**src/rtl/mem_lsu_pkg.sv**
```systemverilog
// Shared constants for the MEM-stage load/store unit: operation codes,
// exception bit positions, stall polarity and FSM state encoding.
package mem_lsu_pkg;

    localparam int REG_BUS      = 32;
    localparam int REG_ADDR_BUS = 5;
    localparam int ALUOP_BUS    = 8;

    localparam logic [ALUOP_BUS-1:0] EXE_NOP_OP = 8'b0000_0000;
    localparam logic [ALUOP_BUS-1:0] EXE_ADD_OP = 8'b0010_0000;
    localparam logic [ALUOP_BUS-1:0] EXE_LB_OP  = 8'b1110_0000;
    localparam logic [ALUOP_BUS-1:0] EXE_LH_OP  = 8'b1110_0001;
    localparam logic [ALUOP_BUS-1:0] EXE_LW_OP  = 8'b1110_0011;
    localparam logic [ALUOP_BUS-1:0] EXE_LBU_OP = 8'b1110_0100;
    localparam logic [ALUOP_BUS-1:0] EXE_LHU_OP = 8'b1110_0101;
    localparam logic [ALUOP_BUS-1:0] EXE_SB_OP  = 8'b1110_1000;
    localparam logic [ALUOP_BUS-1:0] EXE_SH_OP  = 8'b1110_1001;
    localparam logic [ALUOP_BUS-1:0] EXE_SW_OP  = 8'b1110_1011;

    localparam int EXC_LOAD_MISALIGN  = 4;
    localparam int EXC_STORE_MISALIGN = 5;

    localparam logic STOP    = 1'b1;
    localparam logic NO_STOP = 1'b0;

    typedef enum logic [1:0] {
        LSU_IDLE = 2'd0,
        LSU_BUSY = 2'd1,
        LSU_DONE = 2'd2
    } lsu_state_e;

endpackage

```
**src/rtl/lsu_align.sv**
```systemverilog
// Byte-lane steering for the LSU: store lane select/replication, load lane
// extraction with sign/zero extension, and misalignment detection.
module lsu_align
    import mem_lsu_pkg::*;
(
    input  logic [ALUOP_BUS-1:0] i_aluop,
    input  logic [1:0]           i_addr_lo,
    input  logic [REG_BUS-1:0]   i_reg2,
    input  logic [REG_BUS-1:0]   i_rdata,
    output logic [3:0]           o_sel,
    output logic [REG_BUS-1:0]   o_sdata,
    output logic [REG_BUS-1:0]   o_ldata,
    output logic                 o_is_mem,
    output logic                 o_is_load,
    output logic                 o_misalign
);

    logic [7:0]  w_byte;
    logic [15:0] w_half;
    logic [3:0]  w_sel_b;
    logic [3:0]  w_sel_h;

    always_comb begin
        case (i_addr_lo)
            2'd0:    w_byte = i_rdata[7:0];
            2'd1:    w_byte = i_rdata[15:8];
            2'd2:    w_byte = i_rdata[23:16];
            default: w_byte = i_rdata[31:24];
        endcase
    end

    assign w_half  = i_addr_lo[1] ? i_rdata[31:16] : i_rdata[15:0];
    assign w_sel_b = 4'b0001 << i_addr_lo;
    assign w_sel_h = i_addr_lo[1] ? 4'b1100 : 4'b0011;

    always_comb begin
        o_sel      = 4'b0000;
        o_sdata    = i_reg2;
        o_ldata    = i_rdata;
        o_is_mem   = 1'b1;
        o_is_load  = 1'b1;
        o_misalign = 1'b0;
        case (i_aluop)
            EXE_LB_OP:  begin o_sel = w_sel_b; o_ldata = {{24{w_byte[7]}}, w_byte}; end
            EXE_LBU_OP: begin o_sel = w_sel_b; o_ldata = {24'b0, w_byte}; end
            EXE_LH_OP:  begin
                o_sel = w_sel_h; o_ldata = {{16{w_half[15]}}, w_half}; o_misalign = i_addr_lo[0];
            end
            EXE_LHU_OP: begin
                o_sel = w_sel_h; o_ldata = {16'b0, w_half}; o_misalign = i_addr_lo[0];
            end
            EXE_LW_OP:  begin o_sel = 4'b1111; o_misalign = |i_addr_lo; end
            EXE_SB_OP:  begin o_is_load = 1'b0; o_sel = w_sel_b; o_sdata = {4{i_reg2[7:0]}}; end
            EXE_SH_OP:  begin
                o_is_load = 1'b0; o_sel = w_sel_h; o_sdata = {2{i_reg2[15:0]}};
                o_misalign = i_addr_lo[0];
            end
            EXE_SW_OP:  begin o_is_load = 1'b0; o_sel = 4'b1111; o_misalign = |i_addr_lo; end
            default:    begin o_is_mem = 1'b0; o_is_load = 1'b0; end
        endcase
    end

endmodule

```
**src/rtl/mem_lsu.sv**
```systemverilog
// MEM stage: runs loads/stores as single Wishbone classic cycles, stalls the
// pipeline while the cycle is outstanding, and forms the MEM/WB result.
module mem_lsu
    import mem_lsu_pkg::*;
(
    input  logic                    clk,
    input  logic                    rst,
    input  logic [5:0]              stall,
    input  logic                    flush,
    input  logic [REG_ADDR_BUS-1:0] mem_wd,
    input  logic                    mem_wreg,
    input  logic [REG_BUS-1:0]      mem_wdata,
    input  logic [ALUOP_BUS-1:0]    mem_aluop,
    input  logic [REG_BUS-1:0]      mem_mem_addr,
    input  logic [REG_BUS-1:0]      mem_reg2,
    input  logic [REG_BUS-1:0]      mem_excepttype,
    input  logic [REG_BUS-1:0]      mem_current_inst_address,
    output logic [REG_ADDR_BUS-1:0] wb_wd,
    output logic                    wb_wreg,
    output logic [REG_BUS-1:0]      wb_wdata,
    output logic [REG_BUS-1:0]      excepttype_o,
    output logic [REG_BUS-1:0]      current_inst_address_o,
    output logic                    stallreq,
    output logic [REG_BUS-1:0]      wishbone_addr_o,
    output logic [REG_BUS-1:0]      wishbone_data_o,
    output logic [3:0]              wishbone_sel_o,
    output logic                    wishbone_we_o,
    output logic                    wishbone_stb_o,
    output logic                    wishbone_cyc_o,
    input  logic [REG_BUS-1:0]      wishbone_data_i,
    input  logic                    wishbone_ack_i
);

    lsu_state_e         r_state;
    logic               r_cyc, r_stb, r_we, r_flushed;
    logic [REG_BUS-1:0] r_addr, r_data, r_rdata;
    logic [3:0]         r_sel;

    logic [3:0]         w_sel;
    logic [REG_BUS-1:0] w_sdata, w_ldata;
    logic               w_is_mem, w_is_load, w_misalign, w_valid;
    logic               w_unused;

    assign w_unused = ^{stall[5], stall[3:0]};

    lsu_align u_align (
        .i_aluop    (mem_aluop),
        .i_addr_lo  (mem_mem_addr[1:0]),
        .i_reg2     (mem_reg2),
        .i_rdata    (r_rdata),
        .o_sel      (w_sel),
        .o_sdata    (w_sdata),
        .o_ldata    (w_ldata),
        .o_is_mem   (w_is_mem),
        .o_is_load  (w_is_load),
        .o_misalign (w_misalign)
    );

    // Earlier-stage exceptions and misalignment both keep the access off the bus.
    assign w_valid = w_is_mem & ~w_misalign & (mem_excepttype == '0);

    always_ff @(posedge clk or negedge rst) begin
        if (!rst) begin
            r_state   <= LSU_IDLE;
            r_cyc     <= 1'b0;
            r_stb     <= 1'b0;
            r_we      <= 1'b0;
            r_flushed <= 1'b0;
            r_addr    <= '0;
            r_data    <= '0;
            r_rdata   <= '0;
            r_sel     <= 4'b0000;
        end else begin
            case (r_state)
                LSU_IDLE: begin
                    r_flushed <= 1'b0;
                    if (w_valid && !flush) begin
                        r_state <= LSU_BUSY;
                        r_cyc   <= 1'b1;
                        r_stb   <= 1'b1;
                        r_addr  <= {mem_mem_addr[REG_BUS-1:2], 2'b00};
                        r_sel   <= w_sel;
                        r_we    <= ~w_is_load;
                        r_data  <= w_sdata;
                    end
                end
                LSU_BUSY: begin
                    // A flushed cycle still runs to ack; its data is thrown away.
                    if (flush) r_flushed <= 1'b1;
                    if (wishbone_ack_i) begin
                        r_cyc <= 1'b0;
                        r_stb <= 1'b0;
                        if (flush || r_flushed) begin
                            r_state <= LSU_IDLE;
                        end else begin
                            r_state <= LSU_DONE;
                            r_rdata <= wishbone_data_i;
                        end
                    end
                end
                LSU_DONE: begin
                    if (flush || stall[4] == NO_STOP) r_state <= LSU_IDLE;
                end
                default: r_state <= LSU_IDLE;
            endcase
        end
    end

    assign wishbone_addr_o = r_addr;
    assign wishbone_data_o = r_data;
    assign wishbone_sel_o  = r_sel;
    assign wishbone_we_o   = r_we;
    assign wishbone_stb_o  = r_stb;
    assign wishbone_cyc_o  = r_cyc;

    assign stallreq = ((r_state == LSU_IDLE) & w_valid & ~flush) | (r_state == LSU_BUSY);
    assign current_inst_address_o = mem_current_inst_address;

    always_comb begin
        excepttype_o = mem_excepttype;
        if (w_misalign && w_is_load)  excepttype_o[EXC_LOAD_MISALIGN]  = 1'b1;
        if (w_misalign && !w_is_load) excepttype_o[EXC_STORE_MISALIGN] = 1'b1;
    end

    always_comb begin
        wb_wd    = mem_wd;
        wb_wreg  = mem_wreg;
        wb_wdata = mem_wdata;
        if (w_is_mem) begin
            if (r_state == LSU_DONE) begin
                wb_wreg  = w_is_load & mem_wreg;
                wb_wdata = w_ldata;
            end else begin
                wb_wreg  = 1'b0;
            end
        end
    end

endmodule

```
**config.mk**
```make
export PLATFORM = sky130hd
export DESIGN_NAME = mem_lsu
export DESIGN_NICKNAME = d
export VERILOG_FILES = /design/src/rtl/mem_lsu_pkg.sv /design/src/rtl/lsu_align.sv /design/src/rtl/mem_lsu.sv
export SDC_FILE = /design/constraint.sdc
export NUM_CORES = 1
export LEC_CHECK = 0
export CAP_MARGIN = 20
export CORE_AREA = 2 2 151 153
export DETAILED_ROUTE_END_ITERATION = 10
export DIE_AREA = 0 0 153 155
export PLACE_DENSITY = 0.75
export SLEW_MARGIN = 20
export SYNTH_ARGS = -nofsm -noshare
export SYNTH_HDL_FRONTEND = slang
export SYNTH_SLANG_ARGS = --single-unit
export TNS_END_PERCENT = 50
```
**constraint.sdc**
```tcl
create_clock -name clk -period 4.14 [get_ports clk]
set_input_delay 0.828 -clock clk [delete_from_list [all_inputs] [get_ports clk]]
set_output_delay 0.828 -clock clk [all_outputs]
set_load 0.05 [all_outputs]
```
==> results of run 1 <==
==> power groups by stage <==
| stage | clock, W | combinational, W | sequential, W |
|---|---|---|---|
| 3_3_place_gp | 0 | 0.000787 | 0.00134 |
| 4_1_cts | 0.000875 | 0.000807 | 0.00133 |
| 2_1_floorplan | 0 | 0.000583 | 0.00127 |
| 5_1_grt | 0.000908 | 0.000857 | 0.00136 |
| 3_5_place_dp | 0 | 0.000803 | 0.00135 |
| 6_report | 0.000844 | 0.000800 | 0.00134 |
==> through the flow <==
step / cells / util / cell area, um^2 / total power, W / worst slack (ps)
after floorplan: 568 / - / 6167 / 0.001851 / 335.6
after global placement: 1073 / 0.4193 / 9320 / 0.002131 / 148.5
after detailed placement: 1073 / 0.4193 / 9320 / 0.002154 / 132.7
after CTS: 1089 / 0.4325 / 9613 / 0.003016 / 119.9
after global routing: 1089 / 0.4325 / 9614 / 0.003125 / 34.53
final: 1089 / 0.4325 / 9614 / 0.002985 / 134.0
==> cells in the mapped netlist, types with 2 or more instances <==
cell         n
o211ai_1     2
buf_2       13
a21o_1       3
nand2_1     29
clkbuf_1    20
nor4_1       8
nor3_1      13
nor2b_1      2
o22ai_1      3
nand2b_1     5
mux2i_1     16
a2111oi_0    3
o21ai_0     15
mux2_4      20
buf_6        3
o21a_1       3
a22o_1       4
a41o_1       2
a221oi_1     7
nor3b_1      5
nand3_1      4
dfrtp_1    103
buf_4       70
mux4_2       8
a21oi_1     39
mux2_2      95
nor2_1      50
inv_1        5
==> state kept, by name (all words and copies together), names as in the netlist <==
signal,flops
r_flushed,1
r_rdata,32
r_state,2
wishbone_addr_o,30
wishbone_data_o,32
wishbone_sel_o,4
wishbone_stb_o,1
wishbone_we_o,1
==> final timing paths <==
check / startpoint / end / slack [ps] / depth (start not counted)
hold reg to reg: wishbone_addr_o[31] / wishbone_addr_o[31] / 510 / 1
setup / recovery: mem_aluop[2] / wb_wdata[7] / 130 / 7
min in group asynchronous: rst / wishbone_data_o[31] / 590 / 1
hold / removal: wishbone_addr_o[31] / wishbone_addr_o[31] / 510 / 1
setup reg to reg: r_state[1] / wishbone_addr_o[18] / 1880 / 6
max in group asynchronous: rst / wishbone_addr_o[7] / 2720 / 2
==> per-layer routing <==
layer / GRT usage / share of wire / vias up / wire length, um
li1: - / - / 2420 / -
met1: 0.1910 / 0.37 / 2582 / 7631
met2: 0.2887 / 0.50 / 226 / 10230
met3: 0.04763 / 0.081 / 62 / 1643
met4: 0.08995 / 0.043 / 0 / 876
met5: 0 / 0 / - / 0
==> kinds of logic after synthesis <==
family / count (synthesis) / share of synthesized area
AND/OR/NAND/NOR: 124 / 0.09512
other: 1 / 0.0006092
AO/OA/AOI/OAI: 88 / 0.09045
flip-flops: 103 / 0.4187
buffers and inverters: 112 / 0.1173
multiplexers: 139 / 0.2778
==> timing repair <==
action | 4_1_cts | 5_1_grt
endpoints found under the setup margin | 0 | 1
gates resized for setup | 0 | 1
endpoints found under the hold margin | 0 | 0
==> area by class of cell <==
cell class / count / area share
Clock buffer: 10 / 0.02486
Multi-Input combinational cell: 353 / 0.3004
Sequential cell: 103 / 0.2681
Clock inverter: 6 / 0.005596
Timing Repair Buffer: 327 / 0.3621
Tap cell: 285 / 0.03709
Inverter: 5 / 0.001952
==> summary.txt, run 1 <==
Logic synthesis
  – Top cells by area, synth: dfrtp_1 42%, mux2_2 17%, buf_4 8.5%, mux2_4 4.9%, a21oi_1 3.2%
  – Synth Cell Area: 6156 um^2
  – Top cell type's share of synthesized area: 0.4187
  – Ys async rst share: 1.000
  – EDFF count, synth: 0
  – Top_reg_cell synth: dfrtp_1
  – Post-synth top area cell: dfrtp_1
  – Yosys warning count: 0
  – Synthesized area per cell: 10.86 um^2
  – Sequential area share after synthesis: 0.4187
  – Synth unique cells: 45
  – Post-synthesis register bit count: approximately 100
  – Post-Syn Instances: about 570

Layout
  – Register area: approximately 2600 um^2
  – Fin nets: a little over 1,000
  – Fillcell total: 2,104
  – Leading cell type in the layout, fill and taps excluded: clkdlybuf4s50_1
  – Most frequent cells in the layout: 271 x clkdlybuf4s50_1, 103 x dfrtp_1, 95 x mux2_2, 50 x nor2_1, 39 x a21oi_1
  – Layout Area Growth over Synthesis: 56.18%
  – ANT cells: 0
  – Multi-input logic area: just under 3000 um^2
  – Layout cells sized above 1: 0.2525

Pwr
  – Clk network pwr share: 0.283
  – Combinational power share: 0.268
  – Static Leak: 4.203 nW
  – Switching pwr: 0.0009374 W
  – Reg power frac: 0.449
  – Max VDD drop: 0.1811 mV
  – Int Pwr: 0.002048 W
  – Net Sw Frac: 0.3140
  – Power Density: 310.5 nW/um^2

Clocking
  – Worst-case clock buffer depth: 2
  – Reg clk slew, reported paths: approximately 70 ps
  – Hold-fix buffers, CTS: 0
  – CTS buffer count: 9
  – Max H-tree Level: 3
  – CTS tree: yes
  – Num Clock Sinks: 103
  – Worst-Skew Late Latency: 360 ps
  – Setup bufs post-CTS: 0
  – Root buffer cell: clkbuf_16

Critical path
  – Cell family with most CP delay: buffers and inverters
  – CP Capture Type: primary output
  – CP bufs+invs: 3
  – CP max FO: 15
  – Kind of critical path: input pin to primary output
  – Critical-path cell list: clkdlybuf4s50_1 -> nand2b_1 -> a221o_1 -> or2_2 -> buf_4 -> o41ai_2 -> buf_12
  – Crit start category: input pin
  – CP peak stage delay: 520 ps
  – Worst endpoint required time: 3310 ps
  – CP arrival: between 3000 and 4000 ps
  – Slowest CP cell: clkdlybuf4s50_1

Drt
  – Vias per cell: 4.858
  – Drt drc: 0
  – Via Count: approximately 5,300
  – Routed len/inst: 18.71 um
  – DRT Pass-1 Iters: 4
  – Final ANT Viol Nets: 0
  – Drt initial violations: 339
  – Drt total wl: 20,380 um

Floorplan
  – Die ar.: 23,720 um^2
  – Vert. Die Dim: approximately 160 um
  – Initial Utilization: 0.2769
  – Row cnt: 55
  – I/O pins: 390
  – Core area: 22,230 um^2
  – Die width: between 150 and 200 um

Timing
  – Worst Hold Slack: between 500 and 600 ps
  – Worst Skew: around 10 ps
  – RSZ-0062 raised after global routing: no
  – Fin. max-slew vios: 0
  – Relative max-transition margin: 0.3953
  – Final period util: 0.9676
  – Hold Fails Final Rpt: 0
  – Worst-margin pin slew: 907.0 ps
  – Final period demand of the worst path: approximately 4000 ps
  – Count of final setup violators: 0
  – Fin Setup TNS: 0 ps
  – Achievable Freq: approximately 250 MHz

Job
  – Max-cap viol count: 0

Hold path
  – Hold WC Path Type: register to register

GRT
  – Total GRT Usage: 0.1684
  – Antenna violations before repair: 0
  – Number of global-route vias before repair: 5,445
  – First-pass GRT wire length: 30,950 um
  – Remaining global-route overflow: 0
  – Largest net degree at the start of global routing: 70

Placed design
  – Port Buffer Count: 308
  – DP Wirelength: ~16,000 um
  – Final Wtd Congestion: 0.8494

Status
  – Run status: completed
No activity file was read; power rests on OpenSTA's default activity.
==> run 2: changes to the inputs <==
--- a/config.mk
+++ b/config.mk
@@ -6,10 +6,11 @@
 export NUM_CORES = 1
 export LEC_CHECK = 0
 export CAP_MARGIN = 20
-export CORE_AREA = 2 2 151 153
+export CORE_MARGIN = 4
+export CORE_UTILIZATION = 30
 export DETAILED_ROUTE_END_ITERATION = 10
-export DIE_AREA = 0 0 153 155
-export PLACE_DENSITY = 0.75
+export PLACE_DENSITY = 0.79
+export RECOVER_POWER = 25
 export SLEW_MARGIN = 20
 export SYNTH_ARGS = -nofsm -noshare
 export SYNTH_HDL_FRONTEND = slang
==> summary.txt, run 2 (synthesized netlist as in run 1, its figures left out) <==
Timing
  – Final period demand of the worst path: 3920 ps (was 4006 ps)
  – Fin. max-slew vios: 65 (was 0)
  – Fin Setup TNS: 0 ps (unchanged)
  – Hold Fails Final Rpt: 0 (unchanged)
  – Count of final setup violators: 0 (unchanged)
  – Worst Skew: 10.82 ps (was 9.732 ps)
  – Final period util: 0.9468 (was 0.9676)
  – Relative max-transition margin: -0.1451 (was 0.3953)
  – RSZ-0062 raised after global routing: no (unchanged)
  – Worst-margin pin slew: 1718 ps (was 907.0 ps)
  – Achievable Freq: 255.1 MHz (was 249.6 MHz)

Drt
  – Drt drc: 0 (unchanged)
  – Final ANT Viol Nets: 0 (unchanged)
  – Via Count: 5,289 (was 5,290)
  – Drt total wl: 20,950 um (was 20,380 um)
  – Drt initial violations: 321 (was 339)
  – Vias per cell: 4.920 (was 4.858)
  – DRT Pass-1 Iters: 4 (unchanged)
  – Routed len/inst: 19.49 um (was 18.71 um)

Layout
  – Layout Area Growth over Synthesis: 56.00% (was 56.18%)
  – Layout cells sized above 1: 0.2497 (was 0.2525)
  – ANT cells: 0 (unchanged)
  – Fillcell total: 1,812 (was 2,104)
  – Final core occ: 0.4746 (was 0.4325)
  – Most frequent cells in the layout: 270 x clkdlybuf4s50_1, 103 x dfrtp_1, 95 x mux2_2, 50 x nor2_1, 39 x a21oi_1 (was 271 x clkdlybuf4s50_1, 103 x dfrtp_1, 95 x mux2_2, 50 x nor2_1, 39 x a21oi_1)
  – Leading cell type in the layout, fill and taps excluded: clkdlybuf4s50_1 (unchanged)
  – Fin nets: 1,016 (was 1,015)
  – Final cell count without fillers: 1,075 (was 1,089)

Status
  – Violated checks: max-capacitance violations, max-slew violations
  – Run status: complete, but fails checks (was completed)

Clocking
  – CTS buffer count: 9 (unchanged)
  – CTS tree: yes (unchanged)
  – Reg clk slew, reported paths: 80 ps (was 70 ps)
  – Num Clock Sinks: 103 (unchanged)
  – Post_cts resized: 0 (unchanged)
  – Max H-tree Level: 3 (unchanged)
  – Root buffer cell: clkbuf_16 (unchanged)
  – Setup bufs post-CTS: 0 (unchanged)
  – Worst-Skew Late Latency: 350 ps (was 360 ps)
  – Hold-fix buffers, CTS: 0 (unchanged)
  – Worst-case clock buffer depth: 2 (unchanged)

Floorplan
  – Initial Utilization: 0.3042 (was 0.2769)
  – Core area: 20,230 um^2 (was 22,230 um^2)
  – I/O pins: 390 (unchanged)
  – Vert. Die Dim: 151.2 um (was 155 um)
  – Die ar.: 22,880 um^2 (was 23,720 um^2)
  – Die width: 151.2 um (was 153 um)
  – Row cnt: 52 (was 55)

Pwr
  – Max VDD drop: 0.1584 mV (was 0.1811 mV)
  – Static Leak: 4.206 nW (was 4.203 nW)
  – Power Density: 314.9 nW/um^2 (was 310.5 nW/um^2)
  – Total power draw: 0.003024 W (was 0.002985 W)

GRT
  – Antenna violations before repair: 3 (was 0)
  – GRT met3 Usage: 0.05296 (was 0.04763)
  – Met1 Usage GRT: 0.1964 (was 0.1910)
  – Largest net degree at the start of global routing: 65 (was 70)
  – Grt peak-use layer: met2 (unchanged)
  – Number of global-route vias before repair: 5,430 (was 5,445)
  – Remaining global-route overflow: 0 (unchanged)
  – GR Util met2: 0.3114 (was 0.2887)
  – Total GRT Usage: 0.1762 (was 0.1684)
  – First-pass GRT wire length: 30,750 um (was 30,950 um)

Critical path
  – Most frequent CP cell: nor2_1
  – Slowest CP cell: clkdlybuf4s50_1 (unchanged)
  – CP max FO: 7 (was 15)
  – Worst endpoint required time: 3310 ps (about the same)
  – CP arrival: 3090 ps (was 3180 ps)
  – CP Capture Type: primary output (unchanged)
  – Critical-path cell list: clkdlybuf4s50_1 -> mux4_2 -> a21oi_1 -> nor2_1 -> a221oi_1 -> nor2_1 -> buf_4 (was clkdlybuf4s50_1 -> nand2b_1 -> a221o_1 -> or2_2 -> buf_4 -> o41ai_2 -> buf_12)
  – Cell family with most CP delay: buffers and inverters (unchanged)
  – Reg2reg setup slack: 1800 ps (was 1880 ps)
  – CP peak stage delay: 730 ps (was 520 ps)
  – CP bufs+invs: 2 (was 3)
  – Kind of critical path: input pin to primary output (unchanged)
  – Crit start category: input pin (unchanged)

Placed design
  – Final Wtd Congestion: 0.8137 (was 0.8494)
  – Port Buffer Count: 308 (unchanged)
  – Placed Instances: 1,059 (was 1,073)
  – DP Wirelength: 16,320 um (was 15,720 um)

Job
  – Max-cap viol count: 1 (was 0)

Hold path
  – Hold WC Path Type: register to register (unchanged)
run 2: cell count changes in the layout (fill, tap and decap cells not counted), sizes merged:
cell	change
buf	-2
bufinv	+1
clkbuf	+3
clkdlybuf4s50	-1
clkinv	-2
dlygate4sd3	+1
inv	+1
run 2: path summary, 6_finish.rpt:
check / start / to / cells after the start
max reg2reg: r_state[1] / wishbone_addr_o[14] / 6
min in group asynchronous: rst / r_rdata[21] / 1
min: wishbone_data_o[3] / wishbone_data_o[3] / 1
max: mem_mem_addr[0] / wb_wdata[9] / 7
min reg2reg: wishbone_data_o[3] / wishbone_data_o[3] / 1
max in group asynchronous: rst / r_rdata[24] / 2
run 2: final cells by class:
cell class                 count  area (um^2)  share of cell area
clock buffer                  10        229.0             0.02384
clock inverter                 6        75.07            0.007818
sequential                   103         2577              0.2684
multi-input combinational    353         2887              0.3006
inverter                       5        18.77            0.001954
tap                          270        337.8             0.03518
timing repair buffer         328         3478              0.3622
run 2: stage by stage:
| step | hold WS (ps) | instance area [um^2] | setup slack, ps |
|---|---|---|---|
| 4_1_cts | 509.8 | 9613 | 194.9 |
| 2_1_floorplan | 491.9 | 6167 | 335.6 |
| 3_3_place_gp | 486.4 | 9309 | 230.7 |
| 5_1_grt | 530.5 | 9603 | 31.74 |
| 3_5_place_dp | 492.0 | 9309 | 200.1 |
| 6_report | 507.7 | 9603 | 220.2 |
run 2: report_power, final:
group / switching, W / internal [W] / leakage [nW]
Combinational: 0.000335 / 0.000463 / 2.68
Sequential: 0.000181 / 0.00115 / 1.38
Clock: 0.000416 / 0.000480 / 0.146
run 2: routing by layer:
layer  vias up  part of all wire
met4         6             0.036
met3        59             0.085
met2       230              0.52
met5         -            0.0019
met1      2580              0.36
li1       2414                 -
==> run 3: changes to the inputs <==
--- a/config.mk
+++ b/config.mk
@@ -11,7 +11,6 @@
 export DETAILED_ROUTE_END_ITERATION = 10
 export PLACE_DENSITY = 0.79
 export RECOVER_POWER = 25
-export SLEW_MARGIN = 20
 export SYNTH_ARGS = -nofsm -noshare
 export SYNTH_HDL_FRONTEND = slang
 export SYNTH_SLANG_ARGS = --single-unit
==> results of run 3 <==
No change in the layout: final DEF, timing and power equal those of run 2.
